### src/rtl/fifo_pkg.sv
// -----------------------------------------------------------------------------
// fifo_pkg
// Shared constants for the synchronous FIFO slice:
//   - default data width and depth
//   - read-mode encodings for the FWFT parameter
// No ports; imported by fifo_ram and sync_fifo_param.
// -----------------------------------------------------------------------------
package fifo_pkg;

  localparam int DEFAULT_WIDTH = 8;
  localparam int DEFAULT_DEPTH = 16;

  // Read-mode encodings for the FWFT parameter.
  localparam int FWFT_REGISTERED  = 0;  // data_out loads on an accepted read
  localparam int FWFT_FALLTHROUGH = 1;  // head word is always visible on data_out

endpackage

### src/rtl/fifo_ram.sv
// -----------------------------------------------------------------------------
// fifo_ram
// Simple dual-port storage array: one synchronous write port, one
// asynchronous (combinational) read port.
// Ports:
//   clk    - write clock
//   we     - write enable
//   waddr  - write address
//   wdata  - write data
//   raddr  - read address
//   rdata  - read data, combinational from raddr
// -----------------------------------------------------------------------------
module fifo_ram
  import fifo_pkg::*;
#(
  parameter int WIDTH = DEFAULT_WIDTH,
  parameter int DEPTH = DEFAULT_DEPTH
) (
  input  logic                     clk,
  input  logic                     we,
  input  logic [$clog2(DEPTH)-1:0] waddr,
  input  logic [WIDTH-1:0]         wdata,
  input  logic [$clog2(DEPTH)-1:0] raddr,
  output logic [WIDTH-1:0]         rdata
);

  logic [WIDTH-1:0] mem [DEPTH];

  // NOTE: the array has no reset on purpose; pointers and count define which
  // entries are valid, and a reset here would prevent mapping onto RAM cells.
  always_ff @(posedge clk) begin
    if (we) begin
      mem[waddr] <= wdata;
    end
  end

  assign rdata = mem[raddr];

endmodule

### src/rtl/sync_fifo_param.sv
// -----------------------------------------------------------------------------
// sync_fifo_param
// Single-clock FIFO with occupancy/threshold flags, sticky error flags and
// selectable registered-read or first-word-fall-through output.
// Ports:
//   clk          - clock, rising edge
//   rst          - synchronous active-high reset (highest priority)
//   clr          - synchronous flush; wr/rd ignored on that edge
//   wr, data_in  - write request and data
//   rd           - read request
//   data_out     - read data (registered, or head word in FWFT mode)
//   empty, full  - occupancy flags
//   almost_empty - fifo_cnt <= AE_LEVEL
//   almost_full  - fifo_cnt >= AF_LEVEL
//   fifo_cnt     - occupancy 0..DEPTH
//   overflow     - sticky: a write was refused
//   underflow    - sticky: a read was refused
// -----------------------------------------------------------------------------
module sync_fifo_param
  import fifo_pkg::*;
#(
  parameter int WIDTH    = DEFAULT_WIDTH,
  parameter int DEPTH    = DEFAULT_DEPTH,
  parameter int AF_LEVEL = DEPTH - 2,
  parameter int AE_LEVEL = 2,
  parameter int FWFT     = FWFT_REGISTERED
) (
  input  logic                   clk,
  input  logic                   rst,
  input  logic                   clr,
  input  logic                   wr,
  input  logic [WIDTH-1:0]       data_in,
  input  logic                   rd,
  output logic [WIDTH-1:0]       data_out,
  output logic                   empty,
  output logic                   full,
  output logic                   almost_empty,
  output logic                   almost_full,
  output logic [$clog2(DEPTH):0] fifo_cnt,
  output logic                   overflow,
  output logic                   underflow
);

  localparam int AW = $clog2(DEPTH);
  localparam int CW = AW + 1;

  logic [AW-1:0]    wr_ptr;
  logic [AW-1:0]    rd_ptr;
  logic [CW-1:0]    cnt;
  logic [WIDTH-1:0] head;
  logic [WIDTH-1:0] dout_q;
  logic             ovf_q;
  logic             udf_q;
  logic             wr_ok;
  logic             rd_ok;

  // Acceptance. A read needs a non-empty FIFO regardless of a concurrent
  // write; a write into a full FIFO is allowed only when a read frees a slot
  // on the same edge. Nothing is accepted on a reset or flush edge.
  // NOTE: every signal driven here is assigned on every path, so no latch
  // can be inferred; always_comb outputs need a value in all branches.
  always_comb begin
    rd_ok = rd && !empty && !clr && !rst;
    wr_ok = wr && (!full || rd_ok) && !clr && !rst;
  end

  fifo_ram #(
    .WIDTH (WIDTH),
    .DEPTH (DEPTH)
  ) u_ram (
    .clk   (clk),
    .we    (wr_ok),
    .waddr (wr_ptr),
    .wdata (data_in),
    .raddr (rd_ptr),
    .rdata (head)
  );

  // NOTE: state is updated with non-blocking assignments so every register
  // samples pre-edge values, independent of statement order.
  always_ff @(posedge clk) begin
    if (rst) begin
      wr_ptr <= '0;
      rd_ptr <= '0;
      cnt    <= '0;
      dout_q <= '0;
      ovf_q  <= 1'b0;
      udf_q  <= 1'b0;
    end else if (clr) begin
      // Flush keeps dout_q so the last read word stays visible.
      wr_ptr <= '0;
      rd_ptr <= '0;
      cnt    <= '0;
      ovf_q  <= 1'b0;
      udf_q  <= 1'b0;
    end else begin
      // DEPTH is a power of two, so the natural AW-bit wrap is gap-free.
      if (wr_ok) begin
        wr_ptr <= wr_ptr + AW'(1);
      end
      if (rd_ok) begin
        rd_ptr <= rd_ptr + AW'(1);
        dout_q <= head;
      end
      case ({wr_ok, rd_ok})
        2'b10:   cnt <= cnt + CW'(1);
        2'b01:   cnt <= cnt - CW'(1);
        default: cnt <= cnt;
      endcase
      if (wr && !wr_ok) begin
        ovf_q <= 1'b1;
      end
      if (rd && !rd_ok) begin
        udf_q <= 1'b1;
      end
    end
  end

  // Flags decode only the registered count: no path from wr/rd.
  assign empty        = (cnt == '0);
  assign full         = (cnt == CW'(DEPTH));
  assign almost_empty = (cnt <= CW'(AE_LEVEL));
  assign almost_full  = (cnt >= CW'(AF_LEVEL));
  assign fifo_cnt     = cnt;
  assign overflow     = ovf_q;
  assign underflow    = udf_q;

  // In fall-through mode the head entry is shown directly; it is forced to
  // zero while empty so stale storage never leaks out after reset or flush.
  assign data_out = (FWFT == FWFT_FALLTHROUGH) ? (empty ? '0 : head) : dout_q;

endmodule
### config.mk
export PLATFORM = sky130hd
export DESIGN_NAME = sync_fifo_param
export DESIGN_NICKNAME = d
export VERILOG_FILES = /design/src/rtl/fifo_pkg.sv /design/src/rtl/fifo_ram.sv /design/src/rtl/sync_fifo_param.sv
export SDC_FILE = /design/constraint.sdc
export NUM_CORES = 1
export LEC_CHECK = 0
export ABC_AREA = 1
export BUFFER_PORTS_ARGS = -buffer_cell sky130_fd_sc_hd__buf_2
export CAP_MARGIN = 15
export CORE_AREA = 2 2 117 131
export DETAILED_ROUTE_END_ITERATION = 7
export DIE_AREA = 0 0 119 133
export SYNTH_ARGS = -nofsm -noshare
export SYNTH_HDL_FRONTEND = slang
export SYNTH_HIERARCHICAL = 1
export SYNTH_SLANG_ARGS = --single-unit
### constraint.sdc
create_clock -name clk -period 5.8 [get_ports clk]
set_input_delay 0.87 -clock clk [delete_from_list [all_inputs] [get_ports clk]]
set_output_delay 0.87 -clock clk [all_outputs]
set_load 0.1 [all_outputs]
# ---- Word-level counts from Yosys, hierarchy flattened
# Memory sizes are Yosys's and may differ from the RTL's. A register that Yosys moved wholly into a read port is not among the register bits.
# Cells that the tools add are included.
dict set report totals {
  register_bits 15
  ramBits 128
  inputBits 13
  out_inout_bits 19
  elab_cells 38
  mem_count 1
}
# name depth word_bits rd rd_clocked_by_memory_dff write_ports line_no
set memory_table {}
lappend memory_table {u_ram.mem 16 8 1 1 1 fifo_ram.sv:27} ;# logic [WIDTH-1:0] mem [DEPTH];
dict set report classes {
  add_sub_neg 4
  order_cmp 2
  n_eq_ne 3
  n_mux 3
  bitwise_logic 1
  reduce_logical 19
}
# op count
set ops {}
lappend ops {{5-bit one-hot mux with 2 select lines} 1}
lappend ops {{4-bit by 1-bit adder with 4-bit output, second input constant} 2}
lappend ops {{1-bit logical AND} 8}
lappend ops {{1-bit zero test} 6}
lappend ops {{5-bit by 1-bit adder with 5-bit output, second input constant} 1}
lappend ops {{5-bit == test, second input constant} 1}
lappend ops {{5-bit by 4-bit >= comparator with 1-bit output, second input constant} 1}
lappend ops {{5-bit by 2-bit <= comparator with 1-bit output, second input constant} 1}
lappend ops {{5-bit zero test} 1}
lappend ops {{5-bit by 1-bit subtractor with 5-bit output, second input constant} 1}
lappend ops {{2-bit by 1-bit == test with 1-bit output, second input constant} 1}
lappend ops {{2-bit == test, second input constant} 1}
lappend ops {{1-bit 2-to-1 mux} 2}
lappend ops {{2-bit AND reduction} 1}
lappend ops {{2-bit nonzero test} 1}
lappend ops {{2-bit OR reduction} 1}
lappend ops {{1-bit logical OR} 1}
lappend ops {{1-bit inverter} 1}

# ---- Depth between registers and ports, before layout
# Gate-level depths: netlist of run 1.
dict set report depth {
  ltp_word 11
  mapped_depth 15
  ltp_nobuf 14
}

# ---- Hierarchy
# Netlist of run 1, hierarchy kept.
# module instances cells_each area_each_um2 seq_area_each_um2
set modules_own_cells {}
lappend modules_own_cells {fifo_ram 1 543 5606.6 3843.7}
lappend modules_own_cells {sync_fifo_param 1 159 1229.9 460.4}

# ---- Worst setup path after synthesis of run 1
# OpenSTA, ideal clock, no wires.
dict set report synth_timing {
  path_kind {register to output}
  from {reg cnt[4], in the netlist fifo_cnt[4]}
  to {out almost_empty}
  arrival_time_ns 2.554
  required_ns 4.930
  path_slack_ns 2.376
  path_stages_with_launch 5
  n_path_buf 1
  path_cell_list {dfxtp_1 > buf_4 > inv_2 > nand2_1 > a21oi_1}
}
dict set report synth_between {
  elab_chain_len 1
}
# element line_no
set synth_lines {}
lappend synth_lines {{start, declared} sync_fifo_param.sv:49} ;# logic [CW-1:0] cnt;
lappend synth_lines {{start signal, assigned} sync_fifo_param.sv:106} ;# 2'b10: cnt <= cnt + CW'(1);
lappend synth_lines {{start signal, assigned} sync_fifo_param.sv:107} ;# 2'b01: cnt <= cnt - CW'(1);
lappend synth_lines {{start signal, assigned} sync_fifo_param.sv:108} ;# default: cnt <= cnt;
lappend synth_lines {{5-bit by 2-bit <= comparator with 1-bit output} sync_fifo_param.sv:122} ;# assign almost_empty = (cnt <= CW'(AE_LEVEL));
lappend synth_lines {{end, declared} sync_fifo_param.sv:37} ;# output logic almost_empty,
# No other way between the ends.

# ---- Final worst setup path of run 1
dict set report layout_timing {
  from {in rst}
  to {reg cnt[3], in the netlist fifo_cnt[3]}
}
dict set report layout_between {
  elab_chain_len 8
  word_cells_on_any_way 11
  cone_classes {eq/ne: 2; mux: 1; reduce/logical: 8}
}
# element line_no
set layout_lines {}
lappend layout_lines {{start, declared} sync_fifo_param.sv:29} ;# input logic rst,
lappend layout_lines {{1-bit zero test} {sync_fifo_param.sv:63, sync_fifo_param.sv:64}}
lappend layout_lines {{1-bit logical AND} sync_fifo_param.sv:63} ;# rd_ok = rd && !empty && !clr && !rst;
lappend layout_lines {{1-bit logical OR} sync_fifo_param.sv:64} ;# wr_ok = wr && (!full || rd_ok) && !clr && !rst;
lappend layout_lines {{1-bit logical AND (3 in series)} sync_fifo_param.sv:64}
lappend layout_lines {{2-bit by 1-bit == test with 1-bit output / 2-bit == test (equally long branches)} sync_fifo_param.sv:105} ;# case ({wr_ok, rd_ok})
lappend layout_lines {{5-bit one-hot mux with 2 select lines / 2-bit nonzero test (equally long branches)} -}
# Parallel ways exist; a longest one is shown, timed or not.
# A chain may end at the register's enable or synchronous reset.

==> run metrics, run 1 <==
outcome=completed; layout cell share with drive strength beyond 1=0.119; Die Y=approximately 130 um; number of buffers inserted during clock tree synthesis=17; vias in the first global route=roughly 4,600; CTS Hold Bufs=0; CTS tree=built; post-DR wirelength/cell=15.6 um; via/cell ratio=around 4.9; Syn. warnings=6; clock sink count=151; cts repair resizes=0; max_slew headroom=0.455; Final Hold Viols=0; HPWL Detailed=9230 um; Worst-Skew Late Latency=~0.42 ns; Critical Path RT=around 6.1 ns; final worst path period need=2.58 ns; Slew Viols, Final=0; CTS Root Cell=clkbuf_16; Area growth syn-to-layout=11.5%; num rows=47; hold crit path type=reg2reg; initial core utilization=0.467; synth unique cells=28; Worst VDD drop=180 uV; crit path DAT=around 2.9 ns; global placer's final weighted congestion=between 0.8 and 0.9; PortBufs=31; CTS Buffer Depth=2; H-tree depth=4; fillcell total=1,340; kind of critical path=in2reg; achievable frequency=between 0.3 and 0.4 GHz; Mapped Area=~7000 um2; area of the multi-input gates=1870 um2; Antenna Nets Post-Route=0; DRT Pass-1 Iters=4; grt total ovfl=0; Worst-Margin Slew=around 0.8 ns; Die X=119 um; period utilisation layout=0.444; Via Count=about 4,600; Finished Cell Area=between 7000 and 8000 um2; first-pass GRT wire length=around 24,000 um; Post-CTS Setup Bufs=0; number of placed cells counting well taps=between 900 and 1,000; Critical Path Sink Type=flop; Placed Area=between 7000 and 8000 um2; total power=2.28 mW; Syn Inst Count=around 700; Routed WL=approximately 15,000 um; DRC viols=0; antenna violations before repair=0; crit path max fanout=15; CORE AREA=14,600 um2; largest net degree at the start of global routing=around 70; Ant. Diodes=0; register area share after synthesis=0.630; RSZ-0062 raised after global routing=no; Net count, final=about 750; Critical Path Start Type=input pin; PwrDens=approximately 300 nW/um2; LEAKAGE=about 3.3 nW; setup TNS=0 ns; post-synthesis register bit count=roughly 150; skew final=0.00996 ns; io pins=32; Clock Pin Slew Worst Setup and Hold Paths=0.06 ns; Avg Cell Area, Syn=9.74 um2; Synthesized Nets=around 720; register area=approximately 4300 um2; non-filler cells, final=around 940; max_cap viols=0; setup violators final=0; Tot GR Track Use=0.197; most frequent cells in the layout=198 x nand2_1, 128 x edfxtp_1, 115 x inv_1, 108 x nand3_1, 41 x nor2_1; Min Hold Slack=0.467 ns; Die ar.=15,800 um2; leading cell type in the layout, fill and taps excluded=nand2_1; DRT iter0 DRCs=around 270
[synthesized netlist by cell type (all sizes together)]
| master | count | area share |
|---|---|---|
| nand2 | 203 | 0.11 |
| edfxtp | 128 | 0.56 |
| inv | 121 | 0.067 |
| nand3 | 109 | 0.082 |
| nor2 | 49 | 0.032 |
| buf | 28 | 0.029 |
| dfxtp | 23 | 0.067 |
| o21ai | 12 | 0.0088 |
| a21oi | 11 | 0.0092 |
| ha | 6 | 0.011 |
| xor2 | 5 | 0.0064 |
| nand3b | 2 | 0.0022 |
| nand4 | 2 | 0.0027 |
| xnor2 | 2 | 0.0026 |
| fa | 1 | 0.0029 |
[logic make-up (layout without fill, tap and decap cells)]
| group | count (synthesis) | after routing | synth area share |
|---|---|---|---|
| AOI/OAI and AO/OA | 23 | 23 | 0.0179 |
| xor gates and xnor gates | 7 | 7 | 0.00897 |
| adders and majority gates | 7 | 7 | 0.0139 |
| buffers and inverters | 149 | 187 | 0.0963 |
| DFF | 151 | 151 | 0.630 |
| and+or+nand+nor | 365 | 365 | 0.233 |
[power by group]
group          internal, mW  leakage [nW]  switching, mW
Sequential             1.18          1.34        0.00288
Combinational        0.0150          1.70         0.0648
Clock                 0.596         0.282          0.418
[flip-flops by register name, indices dropped and copies added, names as in the netlist]
name,flops
wr_ptr,4
data_out,8
rd_ptr,4
underflow,1
overflow,1
fifo_cnt,5
u_ram/mem,128
[per-layer routing]
| layer | GRT usage | up-vias | wire length [um] |
|---|---|---|---|
| li1 | - | 2307 | - |
| met1 | 0.236 | 2180 | 6170 |
| met2 | 0.345 | 89 | 7510 |
| met3 | 0.0435 | 21 | 623 |
| met4 | 0.0780 | 0 | 337 |
| met5 | 0 | - | 0 |
[final cells by class]
cell class,instances,share of cell area
multi-input cells,402,0.246
flip-flops and latches,151,0.565
repair buffers,34,0.0249
well taps,196,0.0322
clock inverters,11,0.00903
inverters,121,0.0599
clock buffers,21,0.0634
[stage by stage]
| stage | utilization | setup WS [ns] |
|---|---|---|
| detailed placement | 0.482 | 2.79 |
| global placement | 0.482 | 2.87 |
| finish | 0.521 | 3.22 |
| CTS | 0.519 | 3.23 |
| floorplan | - | 2.38 |
| global route | 0.521 | 2.99 |
[critical path, stage by stage]
cell     delay [ns]
buf_2          0.10
inv_2          0.12
nand2_4        0.14
nor2_4         0.13
nand2_4        0.12
inv_4          0.17
ha_1           0.35
ha_1           0.35
a21oi_1        0.17
nand2_1        0.08
nand2_1        0.06
nand2_1        0.04
o21ai_0        0.14
inv_1          0.06
[path summary, 6_finish.rpt]
check	from	cells past startpoint	slack (ns)	endpoint
worst max-delay path	rst	14	3.22	fifo_cnt[3]
worst min-delay path	overflow	2	0.47	overflow
worst max register to register	fifo_cnt[4]	12	3.44	fifo_cnt[3]
worst min register to register	overflow	2	0.47	overflow
(Power assumes the default switching activity.)
==> inputs of run 2 (changes only) <==
PLACE_DENSITY = 0.66   (was not set)
clock period = 2.1 ns   (was 5.8 ns; I/O delays follow)
==> run 2 against run 1 <==
Count of clock-buffer cells in the layout shrank 1. Global-route usage about the same. Non-clock buffer count up 25.
==> run metrics, run 2 (synthesized netlist as in run 1, its figures left out) <==
outcome=completed; skew final=between 0.009 and 0.01 ns; Die X=roughly 120 um; setup TNS=0 ns; CTS Buffer Depth=2; initial core utilization=0.467; num rows=47; final worst path period need=just under 2 ns; Net count, final=between 700 and 800; sequential share of power=0.511; kind of critical path=reg2reg; Gate power share=0.036; crit path max fanout=6; Die Y=between 100 and 150 um; Placed Area=around 7300 um2; clock sink count=151; CP max-delay cell=fa_1; HPWL Detailed=just over 9000 um; H-tree depth=4; Critical R2R Capture=fifo_cnt[4]; Post-CTS Setup Bufs=0; worst r2r path cells=13; Ant. Diodes=0; Slew Viols, Final=0; PortBufs=31; Antenna Nets Post-Route=0; Clock Pin Slew Worst Setup and Hold Paths=around 0.060 ns; crit path DAT=approximately 2.3 ns; number of buffers inserted during clock tree synthesis=17; largest net degree at the start of global routing=65; setup violators final=0; hold crit path type=in2reg; DRT Pass-1 Iters=5; most frequent cells in the layout=198 x nand2_1, 128 x edfxtp_1, 115 x inv_1, 108 x nand3_1, 41 x nor2_1; Worst Path Buf+Inv=2; clock network power share=0.453; Routed WL=14,900 um; Reg-to-Reg Start=fifo_cnt[2]; Tot GR Track Use=0.197; io pins=32; cell family with most CP delay=simple AND/OR/NAND/NOR gates; antenna violations before repair=0; LEAKAGE=3.44 nW; achievable frequency=0.520 GHz; cts repair resizes=0; Die ar.=approximately 16,000 um2; CP Cell Sequence=nor2_4 > nand3_4 > nand2_4 > inv_4 > ha_4 > fa_1 > inv_1 > nor2_1 > nor2_1 > nand2_1 > nand2_1 > nand2_1 > a21oi_1; via/cell ratio=5.00; RSZ-0062 raised after global routing=no; Worst VDD drop=around 480 uV; DRC viols=0; DRT iter0 DRCs=between 300 and 400; slowest stage delay, CP=between 0.4 and 0.5 ns; first-pass GRT wire length=23,700 um; post-DR wirelength/cell=roughly 16 um; Critical Path RT=roughly 2.4 ns; Final Hold Viols=0; vias in the first global route=4,603; number of flip-flops in the largest register=128; max_slew headroom=0.543; CORE AREA=roughly 15,000 um2; period utilisation layout=0.916; CTS tree=built; most used cell, CP=nand2_1; Cell Int Power=slightly above 5 mW; Critical Path Start Type=flop; Area growth syn-to-layout=15.1%; Via Count=approximately 4,800; Hold Path End=underflow; register with the most flip-flops=u_ram/mem; PwrDens=between 800 and 900 nW/um2; global placer's final weighted congestion=approximately 0.80; Sw Ratio=0.209; layout cell share with drive strength beyond 1=0.156; CTS Hold Bufs=0; R2R setup slack=about 0.18 ns; worst hold start=rd; max_cap viols=0; Worst-Skew Late Latency=approximately 0.42 ns; WHS Path Cells=3; switching power total=1.34 mW; CTS Root Cell=clkbuf_16; fillcell total=~1,200; leading cell type in the layout, fill and taps excluded=nand2_1; Worst-Margin Slew=0.684 ns; Finished Cell Area=slightly below 8000 um2; Critical Path Sink Type=flop; grt total ovfl=0
[run 2: changes by cell type in the layout (fill, tap and decap cells not counted), moves of 2 or more]
| cell | before | now |
|---|---|---|
| dfxtp_1 | 22 | 17 |
| bufinv_16 | 0 | 2 |
| clkinv_2 | 6 | 3 |
| ha_4 | 0 | 2 |
| clkinvlp_4 | 0 | 4 |
| ha_1 | 6 | 4 |
| inv_4 | 3 | 1 |
| clkbuf_16 | 19 | 17 |
| buf_4 | 2 | 27 |
| clkinv_4 | 2 | 0 |
| dfxtp_4 | 0 | 5 |
[run 2: layer usage]
metal | global-route usage | wire, um | vias up
li1 | - | - | 2350
met1 | 0.240 | 6010 | 2266
met2 | 0.339 | 7830 | 168
met3 | 0.0341 | 689 | 23
met4 | 0.0926 | 377 | 0
met5 | 0 | 0 | -
[run 2: final cells by class]
type                       count  area, um2  share of cell area
tap                          196        245              0.0312
inverter                     121        457              0.0580
clock inverter                12        126              0.0161
clock buffer                  20        437              0.0555
sequential                   151       4320               0.549
timing repair buffer          59        378              0.0480
multi-input combinational    402       1900               0.242
[run 2: power by group through the flow]
stage / combinational, mW / sequential, mW / clock, mW
floorplan: 0.0946 / 3.37 / 0
global placement: 0.226 / 3.33 / 0
detailed placement: 0.229 / 3.33 / 0
CTS: 0.230 / 3.26 / 2.93
global route: 0.245 / 3.26 / 3.05
finish: 0.228 / 3.26 / 2.89
[run 2: how the worst max path moves through the flow]
stage	endpoint	startpoint	cells after the start	slack (ns)
2_1_floorplan	fifo_cnt[4]	fifo_cnt[4]	15	0.02
3_3_place_gp	fifo_cnt[4]	clr	14	0.13
3_5_place_dp	fifo_cnt[4]	clr	14	0.08
4_1_cts	fifo_cnt[4]	fifo_cnt[2]	13	0.16
5_1_grt	fifo_cnt[4]	fifo_cnt[2]	13	0.002
6_report	fifo_cnt[4]	fifo_cnt[2]	13	0.18
[run 2: worst register-to-register path, cell delays in order (launching register included)]
cell     delay [ns]
dfxtp_4        0.37
nor2_4         0.17
nand3_4        0.10
nand2_4        0.08
inv_4          0.04
ha_4           0.18
fa_1           0.43
inv_1          0.09
nor2_1         0.05
nor2_1         0.08
nand2_1        0.05
nand2_1        0.05
nand2_1        0.05
a21oi_1        0.12
[run 2: metrics by stage]
stage / setup WS (ns) / util / total power [mW] / instances / hold WS, ns
2_1_floorplan: 0.0155 / - / 3.46 / 702 / 0.414
3_5_place_dp: 0.0812 / 0.499 / 3.55 / 929 / 0.462
5_1_grt: 0.00165 / 0.537 / 6.56 / 961 / 0.167
3_3_place_gp: 0.130 / 0.499 / 3.55 / 929 / 0.452
6_report: 0.176 / 0.537 / 6.38 / 961 / 0.151
4_1_cts: 0.159 / 0.537 / 6.43 / 961 / 0.139
